--- config.mk ---
export PLATFORM = sky130hd
export DESIGN_NAME = seq_divider
export DESIGN_NICKNAME = d
export VERILOG_FILES = /design/src/rtl/divider_pkg.sv /design/src/rtl/div_step.sv /design/src/rtl/seq_divider.sv
export SDC_FILE = /design/constraint.sdc
export NUM_CORES = 1
export LEC_CHECK = 0
export ABC_CLOCK_PERIOD_IN_PS = 29700
export CORE_AREA = 3 3 155 157
export CTS_CLUSTER_SIZE = 8
export DETAILED_ROUTE_END_ITERATION = 12
export DIE_AREA = 0 0 158 160
export PLACE_DENSITY = 0.67
export SLEW_MARGIN = 25
export SYNTH_ARGS = -nofsm -noshare
export SYNTH_HDL_FRONTEND = slang
export SYNTH_SLANG_ARGS = --single-unit
export TNS_END_PERCENT = 1
--- constraint.sdc ---
create_clock -name clock -period 29.7 [get_ports clock]
set_input_delay 2.97 -clock clock [delete_from_list [all_inputs] [get_ports clock]]
set_output_delay 2.97 -clock clock [all_outputs]
set_load 0.1 [all_outputs]
--- src/rtl/divider_pkg.sv ---
`default_nettype none
// ============================================================================
// Module   : divider_pkg
// Purpose  : Shared definitions for the sequential divider: FSM state
//            encoding and a constant-width helper for the iteration counter.
// Revision : 1.0 - initial release
// ============================================================================
package divider_pkg;

  typedef enum logic [2:0] {
    DIV_IDLE = 3'd0,
    DIV_PREP = 3'd1,
    DIV_ITER = 3'd2,
    DIV_FIX  = 3'd3,
    DIV_DONE = 3'd4
  } div_state_t;

  // Bits needed to count 0 .. value-1 (at least 1).
  function automatic int clog2(input int value);
    int bits;
    bits = 1;
    for (int i = 1; i < 31; i++) begin
      if ((1 << i) < value) bits = i + 1;
    end
    return bits;
  endfunction

endpackage
`default_nettype wire

--- src/rtl/div_step.sv ---
`default_nettype none
// ============================================================================
// Module   : div_step
// Purpose  : One combinational restoring-division iteration. Shifts the next
//            dividend bit into the partial remainder and trial-subtracts the
//            divisor magnitude with a generate/propagate carry-lookahead adder
//            (inverted divisor, carry-in 1). The adder carry-out means the
//            trial difference is non-negative.
// Ports    : i_rem  [W-1:0] partial remainder entering the step
//            i_bit          next dividend bit (MSB first)
//            i_dsr  [W-1:0] divisor magnitude
//            o_rem  [W-1:0] partial remainder leaving the step
//            o_qbit         quotient bit produced by the step
// Revision : 1.0 - initial release
// ============================================================================
module div_step #(
  parameter int WIDTH = 32
) (
  input  logic [WIDTH-1:0] i_rem,
  input  logic             i_bit,
  input  logic [WIDTH-1:0] i_dsr,
  output logic [WIDTH-1:0] o_rem,
  output logic             o_qbit
);

  // The incoming remainder is always below the divisor, so the shifted value
  // fits in WIDTH+1 bits and the kept result fits back in WIDTH bits.
  logic [WIDTH:0]   w_a;
  logic [WIDTH:0]   w_b;
  logic [WIDTH:0]   w_g;
  logic [WIDTH:0]   w_p;
  logic [WIDTH+1:0] w_c;
  logic [WIDTH-1:0] w_sum;

  assign w_a    = {i_rem, i_bit};
  assign w_b    = ~{1'b0, i_dsr};
  assign w_g    = w_a & w_b;
  assign w_p    = w_a ^ w_b;
  assign w_c[0] = 1'b1;

  generate
    for (genvar i = 0; i <= WIDTH; i++) begin : g_carry
      assign w_c[i+1] = w_g[i] | (w_p[i] & w_c[i]);
    end
  endgenerate

  assign w_sum  = w_p[WIDTH-1:0] ^ w_c[WIDTH-1:0];
  assign o_qbit = w_c[WIDTH+1];
  assign o_rem  = o_qbit ? w_sum : w_a[WIDTH-1:0];

endmodule
`default_nettype wire

--- src/rtl/seq_divider.sv ---
`default_nettype none
// ============================================================================
// Module   : seq_divider
// Purpose  : Multi-cycle signed/unsigned restoring divider, one quotient bit
//            per cycle, with divide-by-zero reporting.
//            Optional macro SEQ_DIVIDER_OVF_EXC_EN: signed most-negative / -1
//            is reported early with exception set.
// Ports    : clock, reset_n (async, active-low)
//            start, is_signed, dividend, divisor   request (sampled in IDLE)
//            quotient, remainder, exception        results (held)
//            result_rdy                            one-cycle result strobe
//            busy                                  operation in progress
// Revision : 1.0 - initial release
// ============================================================================
module seq_divider
  import divider_pkg::*;
#(
  parameter int WIDTH = 32
) (
  input  logic             clock,
  input  logic             reset_n,
  input  logic             start,
  input  logic             is_signed,
  input  logic [WIDTH-1:0] dividend,
  input  logic [WIDTH-1:0] divisor,
  output logic [WIDTH-1:0] quotient,
  output logic [WIDTH-1:0] remainder,
  output logic             exception,
  output logic             result_rdy,
  output logic             busy
);

  localparam int                 c_cnt_w = clog2(WIDTH);
  localparam logic [c_cnt_w-1:0] c_last  = c_cnt_w'(WIDTH - 1);
  localparam logic [WIDTH-1:0]   c_min   = {1'b1, {(WIDTH-1){1'b0}}};

  div_state_t         r_state;
  div_state_t         w_next;
  logic [WIDTH-1:0]   r_dvd;     // dividend magnitude, becomes the quotient
  logic [WIDTH-1:0]   r_dsr;     // divisor magnitude
  logic [WIDTH-1:0]   r_rem;     // partial remainder
  logic [c_cnt_w-1:0] r_cnt;
  logic               r_signed;
  logic               r_q_neg;
  logic               r_r_neg;
  logic               r_special; // result already produced at start
  logic               w_dbz;
  logic               w_ovf;
  logic               w_special;
  logic [WIDTH-1:0]   w_rem_next;
  logic               w_qbit;

  assign w_dbz = (divisor == '0);
`ifdef SEQ_DIVIDER_OVF_EXC_EN
  assign w_ovf = is_signed && (dividend == c_min) && (divisor == '1);
`else
  assign w_ovf = 1'b0;
`endif
  assign w_special = w_dbz | w_ovf;

  div_step #(.WIDTH(WIDTH)) u_step (
    .i_rem  (r_rem),
    .i_bit  (r_dvd[WIDTH-1]),
    .i_dsr  (r_dsr),
    .o_rem  (w_rem_next),
    .o_qbit (w_qbit)
  );

  always_ff @(posedge clock or negedge reset_n) begin
    if (!reset_n) r_state <= DIV_IDLE;
    else          r_state <= w_next;
  end

  // Early-result requests pass through FIX for one cycle so they report
  // ready one edge after acceptance.
  always_comb begin
    w_next     = r_state;
    result_rdy = 1'b0;
    busy       = 1'b1;
    case (r_state)
      DIV_IDLE: begin
        busy = 1'b0;
        if (start) w_next = w_special ? DIV_FIX : DIV_PREP;
      end
      DIV_PREP: w_next = DIV_ITER;
      DIV_ITER: if (r_cnt == c_last) w_next = DIV_FIX;
      DIV_FIX:  w_next = DIV_DONE;
      DIV_DONE: begin
        result_rdy = 1'b1;
        w_next     = DIV_IDLE;
      end
      default:  w_next = DIV_IDLE;
    endcase
  end

  always_ff @(posedge clock or negedge reset_n) begin
    if (!reset_n) begin
      r_dvd     <= '0;
      r_dsr     <= '0;
      r_rem     <= '0;
      r_cnt     <= '0;
      r_signed  <= 1'b0;
      r_q_neg   <= 1'b0;
      r_r_neg   <= 1'b0;
      r_special <= 1'b0;
      quotient  <= '0;
      remainder <= '0;
      exception <= 1'b0;
    end else begin
      case (r_state)
        DIV_IDLE: begin
          if (start) begin
            r_dvd     <= dividend;
            r_dsr     <= divisor;
            r_signed  <= is_signed;
            r_special <= w_special;
            if (w_special) begin
              quotient  <= w_dbz ? '0 : c_min;
              remainder <= w_dbz ? dividend : '0;
              exception <= 1'b1;
            end
          end
        end
        DIV_PREP: begin
          if (r_signed) begin
            r_dvd   <= r_dvd[WIDTH-1] ? -r_dvd : r_dvd;
            r_dsr   <= r_dsr[WIDTH-1] ? -r_dsr : r_dsr;
            r_q_neg <= r_dvd[WIDTH-1] ^ r_dsr[WIDTH-1];
            r_r_neg <= r_dvd[WIDTH-1];
          end else begin
            r_q_neg <= 1'b0;
            r_r_neg <= 1'b0;
          end
          r_rem <= '0;
          r_cnt <= '0;
        end
        DIV_ITER: begin
          r_dvd <= {r_dvd[WIDTH-2:0], w_qbit};
          r_rem <= w_rem_next;
          r_cnt <= r_cnt + c_cnt_w'(1);
        end
        DIV_FIX: begin
          if (!r_special) begin
            quotient  <= r_q_neg ? -r_dvd : r_dvd;
            remainder <= r_r_neg ? -r_rem : r_rem;
            exception <= 1'b0;
          end
        end
        default: ;
      endcase
    end
  end

endmodule
`default_nettype wire

# Word level (Yosys, flattened, before mapping)
# Index checks and enable logic that the tools add are counted.
# totals
regBits	173
inputBits	68
output_inout_bits	67
wordCells	146
# classes
addsub	4
eq_ne	12
n_mux	33
n_bitwise	70
n_reduce_logical	13
# ops
operator	n
$mux 32	15
$pmux 32 s2	4
$neg 32->32	3
$pmux 32 s3	1
$and 33x33->33	1
$not 32->33	1
$or 1x1->1	33
$xor 33x33->33	1
$and 1x1->1	32
$logic_not 32->1	1
$xor 32x32->32	1
$ne 2x2->1 const B	7
$pmux 3 s4	1
$reduce_and 4->1	3
$pmux 5 s2	1
$mux 1	7
$eq 3x2->1 const B	2
$mux 3	2
$reduce_and 3->1	2
$reduce_bool 2->1	3
$add 5x1->5 const B	1
$eq 5x5->1 const B	1
$reduce_and 2->1	2
$eq 3x1->1 const B	1
other kinds (6)	6

# Longest topological paths before layout
# Gate-level depths: netlist of the first run.
# logic_depth
depth_word	69
mapped_depth	44
ltp_nobuf	41

# By module
# Synthesis of the first run repeated with hierarchy kept, for this count alone.
# hier_totals
hier_cells	1230
area_unflattened_um2	11059.4
# modules_own_cells
mod	n_inst	cells_each	area_per_inst_um2
seq_divider	1	1091	9794.4
div_step	1	139	1265.0

# Worst setup path after synthesis of the first run
# No wires, ideal clock.
# synth_timing
path_type	flip-flop to flip-flop
start	register r_dvd[31]
end	register r_rem[10]
arrival_ps	13434
slack_ps	16133
path_stages_with_launch	44
n_path_buf	3
period_less_slack_ps	13567
path_cell_list	dfrtp_1 > clkbuf_1 > inv_1 > ha_1 > inv_1 > fa_1 > inv_1 > fa_1 > inv_1 > fa_1 > fa_1 > fa_1 > fa_1 > fa_1 > fa_1 > fa_1 > fa_1 > fa_1 > [... 8 more ...] > fa_1 > fa_1 > fa_1 > fa_1 > fa_1 > fa_1 > fa_1 > fa_1 > fa_1 > fa_1 > fa_1 > inv_1 > fa_1 > nor2b_1 > clkbuf_1 > buf_1 > mux2i_1 > o21ai_0
# synth_via
elab_chain_cells	68
word_cells_on_any_way	70
cone_classes	mux: 2; bitwise: 68
# synth_lines
item	line_no	text
start: declaration	seq_divider.sv:39	logic [WIDTH-1:0] r_dvd;
start signal: assignment	seq_divider.sv:113	r_dvd <= dividend;
start signal: assignment	seq_divider.sv:126	r_dvd <= r_dvd[WIDTH-1] ? -r_dvd : r_dvd;
start signal: assignment	seq_divider.sv:138	r_dvd <= {r_dvd[WIDTH-2:0], w_qbit};
$and 33x33->33 or $xor 33x33->33 (tied branches)	div_step.sv:37, div_step.sv:38	
$or 1x1->1 (*)	div_step.sv:43	assign w_c[i+1] = w_g[i] | (w_p[i] & w_c[i]);
$and 1x1->1 (*)	div_step.sv:43	
$or 1x1->1 (*)	div_step.sv:43	
$and 1x1->1 (*)	div_step.sv:43	
$or 1x1->1 (*)	div_step.sv:43	
$and 1x1->1 (*)	div_step.sv:43	
$or 1x1->1 (*)	div_step.sv:43	
[... 52 more ...]	n/a	
$and 1x1->1	div_step.sv:43	
$or 1x1->1	div_step.sv:43	
$and 1x1->1	div_step.sv:43	
$or 1x1->1	div_step.sv:43	
$and 1x1->1	div_step.sv:43	
$or 1x1->1	div_step.sv:43	
$mux 32 (*)	div_step.sv:49	assign o_rem = o_qbit ? w_sum : w_a[WIDTH-1:0];
$pmux 32 s2 (*)	seq_divider.sv:110	case (r_state)
end signal: assignment	seq_divider.sv:139	r_rem <= w_rem_next;
end: declaration	seq_divider.sv:41	logic [WIDTH-1:0] r_rem;
# Mark *: on every way between the ends. The rest lies on a longest branch, timed or not.
# A chain may end at the register's enable or synchronous reset.

# Worst setup path in the final report of the first run
# layout_timing
start	register r_dvd[31]
end	register r_rem[17]
# layout_via
elab_chain_cells	68
word_cells_on_any_way	70
cone_classes	mux: 2; bitwise: 68
# layout_lines
item	line_no
$and 33x33->33 or $xor 33x33->33 (tied branches)	div_step.sv:37, div_step.sv:38
$or 1x1->1 (*)	div_step.sv:43
$and 1x1->1 (*)	div_step.sv:43
$or 1x1->1 (*)	div_step.sv:43
$and 1x1->1 (*)	div_step.sv:43
$or 1x1->1 (*)	div_step.sv:43
$and 1x1->1 (*)	div_step.sv:43
$or 1x1->1 (*)	div_step.sv:43
[... 52 more ...]	n/a
$and 1x1->1	div_step.sv:43
$or 1x1->1	div_step.sv:43
$and 1x1->1	div_step.sv:43
$or 1x1->1	div_step.sv:43
$and 1x1->1	div_step.sv:43
$or 1x1->1	div_step.sv:43
$mux 32 (*)	div_step.sv:49
$pmux 32 s2 (*)	seq_divider.sv:110
# Marked as above.

==> out/qor.yml, run 1 <==
grt:
  groute.usage.overall: 0.241
  grt_remaining_overflow: 0
  antenna_found_initial: 0
  grt_pass1_wl_um: 49000
  grt_pass1_vias: 9064
  grt_max_degree: 113
placement:
  place_hpwl_um: 21400
  placedCellCount: 1580
  io_buffers: 134
  postPlaceCellArea_mm2: 0.0123
  gp_congestion: 0.883
  place_ws_ns: 15.74
min_path:
  whs_path_depth: 2
  hp-class: "reg2reg"
sta:
  skew_ns: 0.00992
  fin_hold_ws_ns: 0.479
  final_hold_viol_count: 0
  fin_ws_ns: 15.72
  final_max_slew_viol_count: 0
  max_slew.worst_pin.slew_ns: 1.04
  fmax_ghz: 0.0715
  fin_crit_sh: 0.471
  setup_viol: 0
  rsz0062_at_grt: "false"
  min_period_ns: 13.98
  max_slew_margin: 0.306
  tns_ns: 0
power_and_ir_drop:
  internal_power_mw: 0.771
  leakage_nw: 5.22
  p_per_area_mw_per_mm2: 123
  power_frac_seq: 0.295
  power_frac_comb: 0.559
  p_switching_mw: 0.825
  total_power_mw: 1.60
  ir_worst_vdd_mv: 0.0491
  pwr-share-clk: 0.146
  switching_share: 0.517
final_layout:
  postLayoutCoreUtil: 0.571
  final_cell_mix: "dfrtp_1 (173), nand2_1 (171), o21ai_0 (165), clkdlybuf4s50_1 (133), nor2_1 (87)"
  antennaDiodeCount: 0
  nNetsFinal: 1420
  stdcell_area_mm2: 0.0129
  final_common_cell: "dfrtp_1"
  stdcell_count: 1612
  drive_above_1_share: 0.0528
  area_growth_pct: 19.7
floorplan:
  core_mm2: 0.0226
  start_util: 0.477
  ioPinCount: 135
  die_x_um: 158
  die-area_mm2: 0.0253
  die_y_um: 160
  num_rows: 55
yosys:
  synthCells: 1238
  synth_fa_ha_area_frac: 0.0656
  synth_top_family_by_area: "compound AO/OA/AOI/OAI gates"
  ys_ff_latch: 173
  yosysSeqAreaShare: 0.401
  synth-simple-area-share: 0.188
  synth_area_per_cell_um2: 8.72
  synth_nets: 1344
  async_reset_ff_frac: 1.00
  ys_types: 63
  synth-xor-area-share: 0.0430
  synth_compound_gate_area_share: 0.208
  synth_flop_cell: "dfrtp_1"
  synth-edff-count: 0
  ys.warnings.count: 0
  synth.area.mux_share: 0.0446
  syn_area_mm2: 0.0108
route:
  first_pass_iters: 8
  drt_wl_total_um: 30400
  drc: 0
  vias: 9745
  wl_per_cell_um: 18.9
  first_iter_violations: 881
  ant_nets: 0
  vias_per_cell: 6.05
clocking:
  clkSlewWorstSetupHoldPaths_ns: 0.07
  post_cts_buffers: 0
  cts_tree: "done"
  htreeDepth: 4
  cts_hold_buf: 0
  numClockSinks: 173
  cts_buffers: 17
  clk_latency_ns: 0.44
  clk_path_buf_depth: 2
  post_cts_resized: 0
  ctsRootBufferMaster: "clkbuf_16"
worst_setup_path:
  arrival_ns: 14.26
  crit_cells: 41
  end_kind: "flop"
  crit_fanout: 21
  crit_family: "adder cells"
  crit_top_cell: "fa_1"
  cp-start-kind: "flop"
  cpPeakStageDelay_ns: 0.50
  required_ns: 29.98
  slowest_stage: "dfrtp_1"
  worstRegToRegCells: 41
  critical_path_class: "reg2reg"
  cp.buffers_inverters: 6
run_status:
  status: "finished clean"
job:
  max-cap-violations: 0
tightest hold or removal path: stages, from the launching register on:
cell	delay (ns)
dfrtp_1	0.34
nand2_1	0.05
o31ai_1	0.05
synthesized netlist by cell type (8+ instances only):
| master | number | share of area |
|---|---|---|
| o31ai_1 | 32 | 0.022 |
| nor4_1 | 23 | 0.013 |
| or3_1 | 16 | 0.0093 |
| nand2_1 | 172 | 0.060 |
| nor2_1 | 88 | 0.031 |
| buf_1 | 9 | 0.0031 |
| nand3_1 | 15 | 0.0070 |
| clkbuf_1 | 81 | 0.028 |
| a22oi_1 | 8 | 0.0056 |
| nor3_1 | 42 | 0.019 |
| or4_1 | 12 | 0.0083 |
| o41ai_1 | 8 | 0.0065 |
| xor2_1 | 26 | 0.021 |
| fa_1 | 31 | 0.057 |
| a222oi_1 | 19 | 0.018 |
| mux2i_1 | 47 | 0.044 |
| o22ai_1 | 9 | 0.0052 |
| xnor2_1 | 27 | 0.022 |
| inv_1 | 49 | 0.017 |
| o21ai_0 | 166 | 0.077 |
| a221oi_1 | 8 | 0.0065 |
| dfrtp_1 | 173 | 0.40 |
| a31oi_1 | 10 | 0.0058 |
| a21oi_1 | 53 | 0.025 |
state kept, by name, summed over array words and instances, names as in the netlist, 3 cells and up:
signal     count
quotient      32
r_dsr         32
r_dvd         32
r_rem         32
remainder     32
r_cnt          5
r_state        3
per-layer routing:
layer	up-vias	GRT usage	wire, µm	part of all wire
met3	35	0.0390	1930	0.064
met5	-	0	0	0
met1	4706	0.360	13900	0.46
met4	0	0.0555	499	0.016
met2	388	0.370	14000	0.46
li1	4616	-	-	-
final timing paths:
path	start	end	slack, ns
setup / recovery	r_dvd[31]	r_rem[17]	15.72
max in group asynchronous	reset_n	r_rem[14]	25.59
min in group asynchronous	reset_n	quotient[22]	2.64
setup reg to reg	r_dvd[31]	r_rem[17]	15.72
hold reg to reg	quotient[24]	quotient[24]	0.48
hold / removal	quotient[24]	quotient[24]	0.48
power by group through the flow:
| stage | registers [mW] | clock network (mW) | logic [mW] |
|---|---|---|---|
| 5_1_grt | 0.489 | 0.247 | 0.981 |
| 2_1_floorplan | 0.599 | 0 | 0.523 |
| 4_1_cts | 0.468 | 0.236 | 0.893 |
| 6_report | 0.471 | 0.234 | 0.892 |
| 3_3_place_gp | 0.466 | 0 | 0.871 |
| 3_5_place_dp | 0.471 | 0 | 0.890 |
cell families after synthesis:
| kind of cell | after synthesis |
|---|---|
| DFF | 173 |
| buffers and inverters | 141 |
| xor gates and xnor gates | 53 |
| AOI/OAI and AO/OA | 362 |
| and+or+nand+nor | 423 |
| adders and majority gates | 38 |
| muxes | 48 |
layout make-up:
cell class                 instances  area, µm²
sequential                       173       4330
tap                              285        357
clock buffer                      19        453
fill                            2081       9720
multi-input combinational        924       5970
timing repair buffer             149       1470
inverter                          49        184
clock inverter                    13        153
No activity file was read; power rests on OpenSTA's default activity.
==> run 2, diff against run 1 <==
--- a/config.mk
+++ b/config.mk
@@ -5,12 +5,12 @@
 export SDC_FILE = /design/constraint.sdc
 export NUM_CORES = 1
 export LEC_CHECK = 0
-export ABC_CLOCK_PERIOD_IN_PS = 29700
+export ABC_CLOCK_PERIOD_IN_PS = 12600
 export CORE_AREA = 3 3 155 157
 export CTS_CLUSTER_SIZE = 8
 export DETAILED_ROUTE_END_ITERATION = 12
 export DIE_AREA = 0 0 158 160
-export PLACE_DENSITY = 0.67
+export PLACE_DENSITY = 0.7
 export SLEW_MARGIN = 25
 export SYNTH_ARGS = -nofsm -noshare
 export SYNTH_HDL_FRONTEND = slang
==> constraint.sdc (replaced) <==
create_clock -name clock -period 12.6 [get_ports clock]
set_input_delay 1.26 -clock clock [delete_from_list [all_inputs] [get_ports clock]]
set_output_delay 1.26 -clock clock [all_outputs]
set_load 0.1 [all_outputs]
==> run 2 against run 1 <==
Net effect:
- clock power grew 140%
- sequential power increased by 140%
- sequential share of layout area down 0.65 points
- die area did not move
- first-iteration DRC count fell by 3.1%
- via count increased by 1.2%
- combinational power grew to 2.5 times the previous value
- critical path depth grew 1
- power increased by 150%
- largest cell class unchanged
- highest routed layer unchanged
==> out/qor.yml, run 2 (synthesis results as in run 1) <==
floorplan:
  core_mm2: 0.0226
  die_x_um: 158
  num_rows: 55
  die_y_um: 160
  start_util: 0.477
  die-area_mm2: 0.0253
  ioPinCount: 135
grt:
  grt_pass1_wl_um: 50800
  grt_remaining_overflow: 0
  grt_pass1_vias: 9288
  antenna_found_initial: 0
  grt_max_degree: 96
  groute.usage.overall: 0.249
power_and_ir_drop:
  leakage_nw: 5.27
  p_per_area_mw_per_mm2: 300
  ir_worst_vdd_mv: 0.133
  total_power_mw: 3.95
worst_setup_path:
  reg2reg_setup_slack_ns: 0.19
  critical_path_class: "reg2reg"
  cpPeakStageDelay_ns: 0.39
  crit_top_cell: "fa_2"
  cp.buffers_inverters: 7
  regToRegStartpoint: "r_dvd[31]"
  slowest_stage: "dfrtp_1"
  cp-start-kind: "flop"
  end_kind: "flop"
  crit_family: "adder cells"
  arrival_ns: 12.70
  required_ns: 12.89
  worstRegToRegCells: 42
  crit_fanout: 11
  r2r-end: "r_rem[18]"
final_layout:
  multi_input_area_mm2: 0.00605
  seqCellArea_mm2: 0.00433
  area_growth_pct: 22.0
  stdcell_count: 1622
  postLayoutCoreUtil: 0.582
  antennaDiodeCount: 0
  final_common_cell: "dfrtp_1"
  drive_above_1_share: 0.0830
  nNetsFinal: 1430
  final_cell_mix: "dfrtp_1 (173), nand2_1 (171), o21ai_0 (162), clkdlybuf4s50_1 (133), nor2_1 (87)"
  fillers: 2018
  stdcell_area_mm2: 0.0132
placement:
  gp_congestion: 0.898
  io_buffers: 134
  place_hpwl_um: 21600
  postPlaceCellArea_mm2: 0.0124
  place_ws_ns: -0.397
  placedCellCount: 1586
sta:
  max_slew.worst_pin.slew_ns: 1.03
  fin_hold_ws_ns: 0.472
  skew_ns: 0.0115
  max_slew_margin: 0.308
  final_hold_viol_count: 0
  rsz0062_at_grt: "true"
  fin_ws_ns: 0.186
  fin_crit_sh: 0.985
  min_period_ns: 12.41
  setup_viol: 0
  tns_ns: 0
  final_max_slew_viol_count: 0
  fmax_ghz: 0.0806
clocking:
  cts_hold_buf: 0
  cts_buffers: 17
  clk_path_buf_depth: 2
  numClockSinks: 173
  clkSlewWorstSetupHoldPaths_ns: 0.07
  htreeDepth: 4
  clk_latency_ns: 0.44
  ctsRootBufferMaster: "clkbuf_16"
  cts_tree: "done"
job:
  max-cap-violations: 0
route:
  vias: 9866
  drt_wl_total_um: 31300
  first_pass_iters: 6
  drc: 0
  wl_per_cell_um: 19.3
  vias_per_cell: 6.08
  first_iter_violations: 854
  ant_nets: 0
run_status:
  status: "finished clean"
min_path:
  hp-class: "reg2reg"
  whs_path_depth: 2
  hold_start: "quotient[8]"
  whs_endpoint: "quotient[8]"
[run 2: worst reg2reg max path: cells and delay by family, from the launching register on]
kind,cells,cell delay [ns]
compound gates,1,0.09
fa+ha+maj,32,10.67
buf+inv,7,0.60
flops,1,0.39
mux,1,0.20
simple gates,1,0.31
[run 2: per-layer routing]
metal	GRT usage	wire, µm	vias to the layer above
li1	-	-	4620
met2	0.388	14600	447
met1	0.370	13900	4759
met5	0	0	-
met4	0.0645	522	0
met3	0.0317	2290	40
[run 2: worst max path at each step]
stage | start | cells after the start | end | slack (ns)
2_1_floorplan | r_dvd[31] | 43 | r_rem[18] | 0.03
3_3_place_gp | r_dvd[31] | 41 | r_rem[13] | -0.13
3_5_place_dp | r_dvd[31] | 41 | r_rem[11] | -0.40
4_1_cts | r_dvd[31] | 42 | r_rem[3] | 0.01
5_1_grt | r_dvd[31] | 43 | r_rem[2] | -0.10
6_report | r_dvd[31] | 42 | r_rem[18] | 0.19
[run 2: timing repair]
item | CTS | global route
endpoints found under the setup margin | 33 | 33
pin swaps | 1 | 1
buffers inserted | 2 | 0
cloned | 2 | 0
gates resized for setup | 15 | 11
[run 2: where the power goes]
group / switching, mW / total, mW / internal [mW]
clock: 0.230 / 0.570 / 0.340
combinational: 1.43 / 2.27 / 0.838
sequential: 0.328 / 1.11 / 0.777
[run 2: area by class of cell]
cell class	instances	area share
Clock buffer	24	0.0381
Clock inverter	8	0.00978
Inverter	49	0.0140
Multi-Input combinational cell	924	0.459
Sequential cell	173	0.329
Tap cell	285	0.0271
Timing Repair Buffer	159	0.123
==> run 3, diff against run 2 <==
--- a/config.mk
+++ b/config.mk
@@ -6,11 +6,13 @@
 export NUM_CORES = 1
 export LEC_CHECK = 0
 export ABC_CLOCK_PERIOD_IN_PS = 12600
-export CORE_AREA = 3 3 155 157
+export CELL_PAD_IN_SITES_DETAIL_PLACEMENT = 1
+export CELL_PAD_IN_SITES_GLOBAL_PLACEMENT = 2
+export CORE_AREA = 3 3 191 193
 export CTS_CLUSTER_SIZE = 8
 export DETAILED_ROUTE_END_ITERATION = 12
-export DIE_AREA = 0 0 158 160
-export PLACE_DENSITY = 0.7
+export DIE_AREA = 0 0 194 196
+export PLACE_DENSITY = 0.74
 export SLEW_MARGIN = 25
 export SYNTH_ARGS = -nofsm -noshare
 export SYNTH_HDL_FRONTEND = slang
==> run 3 against run 2 <==
Net effect:
- combinational power grew 2%
- clock-buffer cell count is 6 lower
- critical path depth unchanged
- worst hold slack better by 0.0033 ns
- non-clock buffer count rose by 4
- clock skew is 0.0019 ns lower
- maximum frequency rose by 0.44%
- die area is 50% higher
- power up 0.70%
- worst setup slack improved by 0.055 ns
- critical endpoint is now r_rem[17]
- largest power group unchanged
==> out/qor.yml, run 3 (synthesis results as in run 1) <==
run_status:
  status: "finished clean"
worst_setup_path:
  critical_path_class: "reg2reg"
  end_kind: "flop"
  cpPeakStageDelay_ns: 0.39
  reg2reg_setup_slack_ns: 0.24
  slowest_stage: "fa_1"
  arrival_ns: 12.66
  required_ns: 12.90
  crit_top_cell: "fa_2"
  crit_fanout: 8
  cp-start-kind: "flop"
clocking:
  clk_path_buf_depth: 2
  cts_buffers: 17
  ctsRootBufferMaster: "clkbuf_16"
  cts_hold_buf: 0
  cts_tree: "done"
  htreeDepth: 4
  clkSlewWorstSetupHoldPaths_ns: 0.07
  numClockSinks: 173
  clk_latency_ns: 0.45
sta:
  tns_ns: 0
  fin_ws_ns: 0.241
  max_slew.worst_pin.slew_ns: 1.01
  setup_viol: 0
  min_period_ns: 12.36
  fin_hold_ws_ns: 0.476
  max_slew_margin: 0.324
  fin_crit_sh: 0.981
  fmax_ghz: 0.0809
  final_max_slew_viol_count: 0
  rsz0062_at_grt: "true"
  final_hold_viol_count: 0
  skew_ns: 0.00956
job:
  max-cap-violations: 0
power_and_ir_drop:
  total_power_mw: 3.97
  ir_worst_vdd_mv: 0.116
  leakage_nw: 5.30
  p_per_area_mw_per_mm2: 296
placement:
  place_hpwl_um: 26300
  place_ws_ns: -0.379
  gp_congestion: 0.790
  io_buffers: 134
  postPlaceCellArea_mm2: 0.0126
  placedCellCount: 1757
floorplan:
  core_mm2: 0.0347
  ioPinCount: 135
  die-area_mm2: 0.0380
  die_x_um: 194
  die_y_um: 196
  num_rows: 68
  start_util: 0.311
grt:
  grt_pass1_wl_um: 59000
  groute.usage.overall: 0.194
  antenna_found_initial: 0
  grt_remaining_overflow: 0
  grt_pass1_vias: 10088
  grt_max_degree: 107
route:
  first_pass_iters: 5
  drc: 0
  vias: 9815
  ant_nets: 0
  first_iter_violations: 599
  vias_per_cell: 5.46
  wl_per_cell_um: 20.6
  drt_wl_total_um: 37000
final_layout:
  final_common_cell: "dfrtp_1"
  stdcell_count: 1796
  area_growth_pct: 24.3
  postLayoutCoreUtil: 0.387
  fillers: 4044
  nNetsFinal: 1434
  stdcell_area_mm2: 0.0134
  drive_above_1_share: 0.0850
  antennaDiodeCount: 0
  final_cell_mix: "dfrtp_1 (172), nand2_1 (170), o21ai_0 (165), clkdlybuf4s50_1 (133), nor2_1 (87)"
min_path:
  hp-class: "reg2reg"
-- run 3: cell types whose count changed in the layout (fill, tap and decap cells not counted), moves of 3 or more --
cell,previous run,this run
buf_12,4,1
clkinv_4,2,6
buf_4,18,23
o21ai_1,3,0
clkbuf_8,5,1
o21ai_0,162,165
-- run 3: cell type report --
type / count / area [µm²] / area share
sequential: 173 / 4330 / 0.323
tap: 455 / 569 / 0.0424
clock inverter: 14 / 161 / 0.0120
timing repair buffer: 163 / 1680 / 0.125
inverter: 49 / 184 / 0.0137
multi-input combinational: 924 / 6060 / 0.451
clock buffer: 18 / 439 / 0.0327
-- run 3: repair_timing --
action | 4_1_cts | 5_1_grt
setup buffers | 2 | 0
resized for setup | 14 | 3
pin swaps | 1 | 1
cloned | 2 | 1
endpoints found under the setup margin | 33 | 33
-- run 3: worst paths after layout --
path,startpoint,endpoint,depth (start not counted)
hold reg to reg,quotient[10],quotient[10],2
max in group asynchronous,reset_n,r_q_neg,3
setup / recovery,r_dvd[31],r_rem[17],42
min in group asynchronous,reset_n,quotient[25],1
setup reg to reg,r_dvd[31],r_rem[17],42
hold / removal,quotient[10],quotient[10],2
-- run 3: worst max-delay path: cells and delay by family (launching register included) --
kind / cells / cell delay, ns
fa+ha+maj: 32 / 10.74
buf+inv: 7 / 0.60
flops: 1 / 0.38
simple gates: 1 / 0.20
mux: 1 / 0.20
compound gates: 1 / 0.10
-- run 3: routing by layer --
metal / global-route usage / part of all wire / wire, µm / vias up
met4: 0.0380 / 0.012 / 441 / 0
met3: 0.0352 / 0.038 / 1410 / 27
met5: 0 / 0 / 0 / -
li1: - / - / - / 4634
met2: 0.322 / 0.48 / 17600 / 195
met1: 0.269 / 0.47 / 17600 / 4959
-- run 3: where the power goes --
part           switching, mW  internal (mW)
Combinational           1.46          0.842
Sequential             0.339          0.777
Clock                  0.251          0.302
